==> config.mk <==
export PLATFORM = sky130hd
export DESIGN_NAME = multi_combiner
export DESIGN_NICKNAME = d
export VERILOG_FILES = /design/src/rtl/multi_combiner_pkg.sv /design/src/rtl/multi_combiner_chan_skid.sv /design/src/rtl/multi_combiner.sv
export SDC_FILE = /design/constraint.sdc
export NUM_CORES = 1
export LEC_CHECK = 0
export ABC_AREA = 1
export ABC_CLOCK_PERIOD_IN_PS = 3600
export CORE_ASPECT_RATIO = 1.2
export CORE_MARGIN = 8
export CORE_UTILIZATION = 54
export CTS_CLUSTER_SIZE = 40
export DETAILED_ROUTE_END_ITERATION = 10
export GPL_TIMING_DRIVEN = 0
export HOLD_SLACK_MARGIN = 0.1
export PLACE_DENSITY = 0.81
export SLEW_MARGIN = 20
export SYNTH_ARGS = -nofsm -noshare
export SYNTH_HDL_FRONTEND = slang
export SYNTH_SLANG_ARGS = --single-unit
==> constraint.sdc <==
create_clock -name iCLK -period 3.6 [get_ports iCLK]
set_input_delay 1.08 -clock iCLK [delete_from_list [all_inputs] [get_ports iCLK]]
set_output_delay 1.08 -clock iCLK [all_outputs]
set_load 0.03 [all_outputs]
==> src/rtl/multi_combiner_pkg.sv <==
// Shared constants and helpers for the N-channel stream join.
// Holds the BURST mode strings, the skid depth function and the default counter width.
package multi_combiner_pkg;

    localparam string BURST_YES    = "yes";
    localparam string BURST_NO     = "no";
    localparam int    DEFAULT_CNTW = 16;

    // Two entries give full throughput; one entry halves it.
    function automatic int skidDepth(input string burst);
        return (burst == BURST_YES) ? 2 : 1;
    endfunction

endpackage

==> src/rtl/multi_combiner_chan_skid.sv <==
// Per-channel skid buffer (1 or 2 entries, FIFO order, head = older entry).
// Ports: iCLK/iRST, iValid/oReady push side, iData, oNotEmpty/oHead/iPop pop side.
module chan_skid
    import multi_combiner_pkg::*;
#(
    parameter int    WIDTH = 8,
    parameter string BURST = BURST_YES
) (
    input  logic             iCLK,
    input  logic             iRST,
    input  logic             iValid,
    output logic             oReady,
    input  logic [WIDTH-1:0] iData,
    output logic             oNotEmpty,
    output logic [WIDTH-1:0] oHead,
    input  logic             iPop
);

    localparam int DEPTH = skidDepth(BURST);

    logic [1:0]       count;
    logic [WIDTH-1:0] head;
    logic [WIDTH-1:0] tail;
    logic             push;
    logic             pop;

    // Ready depends only on registered state, forced low during reset.
    always_comb begin
        oReady = 1'b0;
        if (!iRST) begin
            if (DEPTH == 2) begin
                oReady = (count < 2'd2);
            end else begin
                oReady = (count == 2'd0);
            end
        end
    end

    assign push      = iValid & oReady;
    assign pop       = iPop & (count != 2'd0);
    assign oNotEmpty = (count != 2'd0);
    assign oHead     = head;

    always_ff @(posedge iCLK) begin
        if (iRST) begin
            count <= 2'd0;
            head  <= '0;
            tail  <= '0;
        end else begin
            unique case ({push, pop})
                2'b10: begin
                    if (count == 2'd0) begin
                        head <= iData;
                    end else begin
                        tail <= iData;
                    end
                    count <= count + 2'd1;
                end
                2'b01: begin
                    // Clearing the vacated slot keeps an empty head at zero.
                    head  <= tail;
                    tail  <= '0;
                    count <= count - 2'd1;
                end
                2'b11: begin
                    // New beat lands behind whatever remains after the pop.
                    if (count == 2'd1) begin
                        head <= iData;
                    end else begin
                        head <= tail;
                        tail <= iData;
                    end
                end
                default: begin
                end
            endcase
        end
    end

endmodule

==> src/rtl/multi_combiner.sv <==
// N-channel stream join: one beat from every enabled channel forms one output beat.
// Ports: iValid_AM/oReady_AM/iData_AM inputs, iMask, oValid_BM/iReady_BM/oData_BM output, oCount.
module multi_combiner
    import multi_combiner_pkg::*;
#(
    parameter int    CHANNELS = 4,
    parameter int    WIDTH    = 8,
    parameter string BURST    = BURST_YES,
    parameter int    CNTW     = DEFAULT_CNTW
) (
    input  logic                      iCLK,
    input  logic                      iRST,
    input  logic [CHANNELS-1:0]       iValid_AM,
    output logic [CHANNELS-1:0]       oReady_AM,
    input  logic [CHANNELS*WIDTH-1:0] iData_AM,
    input  logic [CHANNELS-1:0]       iMask,
    output logic                      oValid_BM,
    input  logic                      iReady_BM,
    output logic [CHANNELS*WIDTH-1:0] oData_BM,
    output logic [CNTW-1:0]           oCount
);

    logic [CHANNELS-1:0]       notEmpty;
    logic [CHANNELS-1:0]       avail;
    logic [CHANNELS-1:0]       pop;
    logic [CHANNELS*WIDTH-1:0] heads;
    logic                      fire;

    for (genvar i = 0; i < CHANNELS; i++) begin : gChan
        chan_skid #(
            .WIDTH (WIDTH),
            .BURST (BURST)
        ) uSkid (
            .iCLK      (iCLK),
            .iRST      (iRST),
            .iValid    (iValid_AM[i]),
            .oReady    (oReady_AM[i]),
            .iData     (iData_AM[i*WIDTH +: WIDTH]),
            .oNotEmpty (notEmpty[i]),
            .oHead     (heads[i*WIDTH +: WIDTH]),
            .iPop      (pop[i])
        );

        // A masked channel never blocks the join and contributes zeros.
        assign avail[i] = notEmpty[i] | ~iMask[i];
        assign oData_BM[i*WIDTH +: WIDTH] =
            iMask[i] ? heads[i*WIDTH +: WIDTH] : '0;
    end

    assign oValid_BM = ~iRST & (&avail) & (|iMask);
    assign fire      = oValid_BM & iReady_BM;
    assign pop       = {CHANNELS{fire}} & iMask;

    always_ff @(posedge iCLK) begin
        if (iRST) begin
            oCount <= '0;
        end else if (fire) begin
            oCount <= oCount + 1'b1;
        end
    end

endmodule

# After elaboration in Yosys (flattened, before gate mapping)
# Cells that the tools add are included.
# word_totals
wordCells,137
ff_bits,88
input_bits,43
out_inout_bits,53
# op_classes
n_eq_ne,28
n_mux,36
order_cmp,4
n_reduce_logical,26
n_bitwise,21
add_sub_neg,9
# op_table
operator,count
$pmux 8 s3,8
$mux 8,20
$add 16x1->16 const B,1
$eq 2x1->1 const B,8
$eq 2x2->1 const B,8
$ne 2x2->1 const B,8
$pmux 2 s2,4
$reduce_bool 2->1,8
$reduce_and 3->1,4
$reduce_bool 3->1,4
$and 1x1->1,11
$add 2x1->2 const B,4
$logic_not 2->1,4
$lt 2x2->1 const B,4
$ne 2x1->1 const B,4
$reduce_and 2->1,4
$sub 2x1->2 const B,4
$not 1->1,5
$and 4x4->4,1
$mux 1,4
$or 1x1->1,4
$reduce_and 4->1,1
$reduce_or 4->1,1

# Longest topological paths before layout
# depth
word_depth,11
depth_mapped,17
depth_no_buf,16

# Modules after synthesis
# Synthesis repeated with hierarchy kept, for this count alone.
# unflattened
cells_unflattened,967
area_unflattened_um2,5915.7
# modules_own_cells
module,cells_each,area_each_um2,seq_area_each_um2,n_inst
chan_skid,177,1117.3,360.3,4
multi_combiner,259,1446.4,320.3,1

# Worst setup path before layout
# OpenSTA, ideal clock, no wires.
# synth_timing
kind,input-to-output
start,input iMask[3]
end,output oValid_BM
setup_slack_ps,698
path_buffers,2
required_ps,2520
path_stages,6
arrival_time_ps,1822
path_cell_list,buf_6 -> nor2_2 -> nand2_1 -> nand2_2 -> nor2_8 -> buf_4
# synth_via
elab_chain_len,5
elab_cells_between_ends,6
classes_between,4 x bitwise; 2 x reduce/logical
# synth_rtl
item,line,text
start: declaration,multi_combiner.sv:16,"input logic [CHANNELS-1:0] iMask,"
$not 1->1,multi_combiner.sv:45,assign avail[i] = notEmpty[i] | ~iMask[i];
$or 1x1->1,multi_combiner.sv:45,
$reduce_and 4->1,multi_combiner.sv:50,assign oValid_BM = ~iRST & (&avail) & (|iMask);
$and 1x1->1,multi_combiner.sv:50,
$and 1x1->1 (*),multi_combiner.sv:50,
end: declaration,multi_combiner.sv:17,"output logic oValid_BM,"
# Mark *: on every way between the ends. The rest lies on a longest branch, timed or not.

# Final worst setup path
# layout_timing
start,input iRST
end,output oReady_AM[0]
# layout_via
elab_chain_len,1
# layout_rtl
item,line,text
start: declaration,multi_combiner.sv:12,"input logic iRST,"
$mux 1,multi_combiner_chan_skid.sv:30,if (!iRST) begin
end: declaration,multi_combiner.sv:14,"output logic [CHANNELS-1:0] oReady_AM,"
# Every way passes these cells.

==> results.py <==
metrics = {
    "grt": {
        "grt_use_met3": 0.0390,
        "antenna_found_initial": 0,
        "grt_max_degree": 13,
        "busiest_layer": "met2",
        "overflow": 0,
        "grt_use_total": 0.202,
        "use_met2": 0.344,
        "grt_pass1_vias": 5091,
        "grt_pass1_wl_um": 23100,
        "use_met1": 0.251,
    },
    "timing": {
        "hold_viol_final": 0,
        "slew_viol_final": 0,
        "clock.fmax_mhz": 286,
        "tightest_slew_ps": 711,
        "fin_crit_ps": 3490,
        "slew_headroom": 0.526,
        "setup_violations": 0,
        "min_period_over_period": 0.970,
        "fin_skew_ps": 5.42,
        "fin_hold_ws_ps": 463,
        "rsz0062_at_grt": "no",
    },
    "clocking": {
        "root_buffer": "clkbuf_16",
        "clock_sinks": 88,
        "clk_pin_slew_ps": 60,
        "ctsHoldBuffers": 0,
        "htreeDepth": 3,
        "numCtsBuffers": 9,
        "clock_path_buffers": 2,
        "tritoncts": "yes",
        "clkLatencyLatePin_ps": 340,
    },
    "synthesis": {
        "yosysTopAreaCellShare": 0.320,
        "yosys_warnings": 0,
        "synth_edf_count": 0,
        "synth.area.top_cells": "dfxtp_1 (32%), nand2_1 (17%), inv_1 (7.1%), nand4_1 (6.9%), nor2_1 (6.4%)",
        "synth_nets": 913,
        "synth-main-ff-cell": "dfxtp_1",
        "syn_area_um2": 5500,
        "synth_cells": 845,
        "yosys.area.top_type": "dfxtp_1",
        "synth-seq-cells": 88,
        "syn_avg_cell_area_um2": 6.51,
        "yosysSeqAreaShare": 0.320,
        "ys_async_sr_fraction": 0,
        "yosysMostFrequentCell": "nand2_1",
        "synth_commonest_cells": "nand2_1 (250), inv_1 (104), nor2_1 (94), dfxtp_1 (88), nand4_1 (61)",
        "synthDistinctLibCells": 35,
    },
    "power_and_ir_drop": {
        "powerDensity_nw_per_um2": 353,
        "p_leak_nw": 3.23,
        "vdd_drop_max_mv": 0.207,
    },
    "routing": {
        "drt_first_pass_iters": 5,
        "drt-initial-drc-count": 233,
        "ant_nets": 0,
        "wl_um": 14000,
        "num_vias": 5504,
        "via_per_inst": 5.10,
        "drc": 0,
        "wl_per_cell_um": 13.0,
    },
    "critical_path": {
        "crit_required_ps": 2520,
        "arrival_ps": 2410,
        "end_kind": "primary output",
        "critPathMaxFanout": 10,
        "crit_type": "in -> out",
        "cp-start-kind": "input port",
    },
    "floorplan": {
        "fp.dieW_um": 108,
        "rows": 40,
        "die_area_um2": 13700,
        "die_h_um": 127,
        "start_util": 0.553,
        "io_pins": 96,
        "core_um2": 9960,
    },
    "placed_design": {
        "dp_cells": 1062,
        "dp_hpwl_um": 10300,
        "place_congestion": 0.905,
        "io_buffers": 91,
    },
    "flow_run": {
        "maxCapViolCount": 0,
    },
    "cells_and_area": {
        "instances_no_fill": 1079,
        "fill_cells": 917,
        "layout-drive-gt1-share": 0.0860,
        "syn2layout_area_growth_pct": 24.4,
        "final_nets": 1017,
        "diodes": 0,
    },
    "run_status": {
        "status": "finished clean",
    },
    "worst_hold_path": {
        "hold_class": "reg -> reg",
    },
}
through the flow:
stage | setup slack [ps] | util | area [µm²] | total power, W | TNS, ps
final | 107 | 0.687 | 6850 | 0.00241 | 0
after global routing | 14.7 | 0.687 | 6850 | 0.00252 | 0
after CTS | -59.2 | 0.686 | 6840 | 0.00242 | -59.2
after detailed placement | -424 | 0.660 | 6570 | 0.00157 | -1160
after global placement | -414 | 0.660 | 6570 | 0.00156 | -1020
after floorplan | 698 | - | 5500 | 0.00140 | 0
layout by cell type (no fill, tap or decap), types with 6 or more instances in the layout:
cell and n:
a21oi_1 53, nand4_1 61, clkbuf_1 13, inv_1 104, ha_1 25, buf_6 7, clkdlybuf4s50_1 86, a22oi_1 7
clkbuf_16 9, nand3_1 47, o21ai_0 13, nor3_1 7, inv_2 8, nand2_2 11, nor2_1 94, dfxtp_1 88
nand2_1 250, xor2_1 6, buf_2 14, buf_4 8
sequential cells by signal (all words and copies together) (netlist names):
register / count
gChan.uSkid.tail: 32
gChan.uSkid.count: 8
gChan.uSkid.oHead: 32
oCount: 16
cell families (layout without fill, tap and decap cells):
logic type      after synthesis  in the layout  share of synthesized area
simple gates                488            488                      0.405
buf+inv                     154            262                      0.122
flops                        88             88                      0.320
compound gates               83             83                     0.0850
fa+ha+maj                    25             25                     0.0568
xor+xnor                      7              7                     0.0111
worst max-delay path: stages:
cell and delay (ps):
clkdlybuf4s50_1 420, buf_2 190, nor2_1 190, buf_4 140, dlygate4sd2_1 390
layout make-up:
type                    count  area, µm²  area share
multi-input cells         603       3070       0.449
flip-flops and latches     88       1760       0.257
repair buffers             93        916       0.134
inverters                 117        439      0.0642
clock buffers              15        268      0.0391
plain buffers              37        231      0.0338
well taps                 126        158      0.0230
report_power, final:
group          internal [W]  switching (W)  leakage, nW
registers           0.00103      0.0000269        0.716
clock network      0.000503       0.000363        0.130
logic              0.000183       0.000309         2.38
per-layer routing:
| layer | wire length, µm | share of wire |
|---|---|---|
| met4 | 125 | 0.0089 |
| met3 | 917 | 0.066 |
| met5 | 0 | 0 |
| met1 | 6150 | 0.44 |
| met2 | 6810 | 0.49 |
what timing repair did:
item / CTS / global route
setup endpoints to repair: 5 / 3
buffers inserted: 0 / 2
resized for setup: 7 / 4
pin swaps: 0 / 1
final timing paths:
check	startpoint	end	slack, ps	cells after the start
setup / recovery	iRST	oReady_AM[0]	110	5
hold reg to reg	gChan[0].uSkid.tail[5]$_SDFFE_PP0P_	gChan[0].uSkid.tail[5]$_SDFFE_PP0P_	460	2
setup reg to reg	gChan[3].uSkid.count[0]$_SDFFE_PP0P_	gChan[2].uSkid.oHead[7]$_SDFFE_PP0P_	810	17
hold / removal	gChan[0].uSkid.tail[5]$_SDFFE_PP0P_	gChan[0].uSkid.tail[5]$_SDFFE_PP0P_	460	2
(Power assumes the default switching activity.)
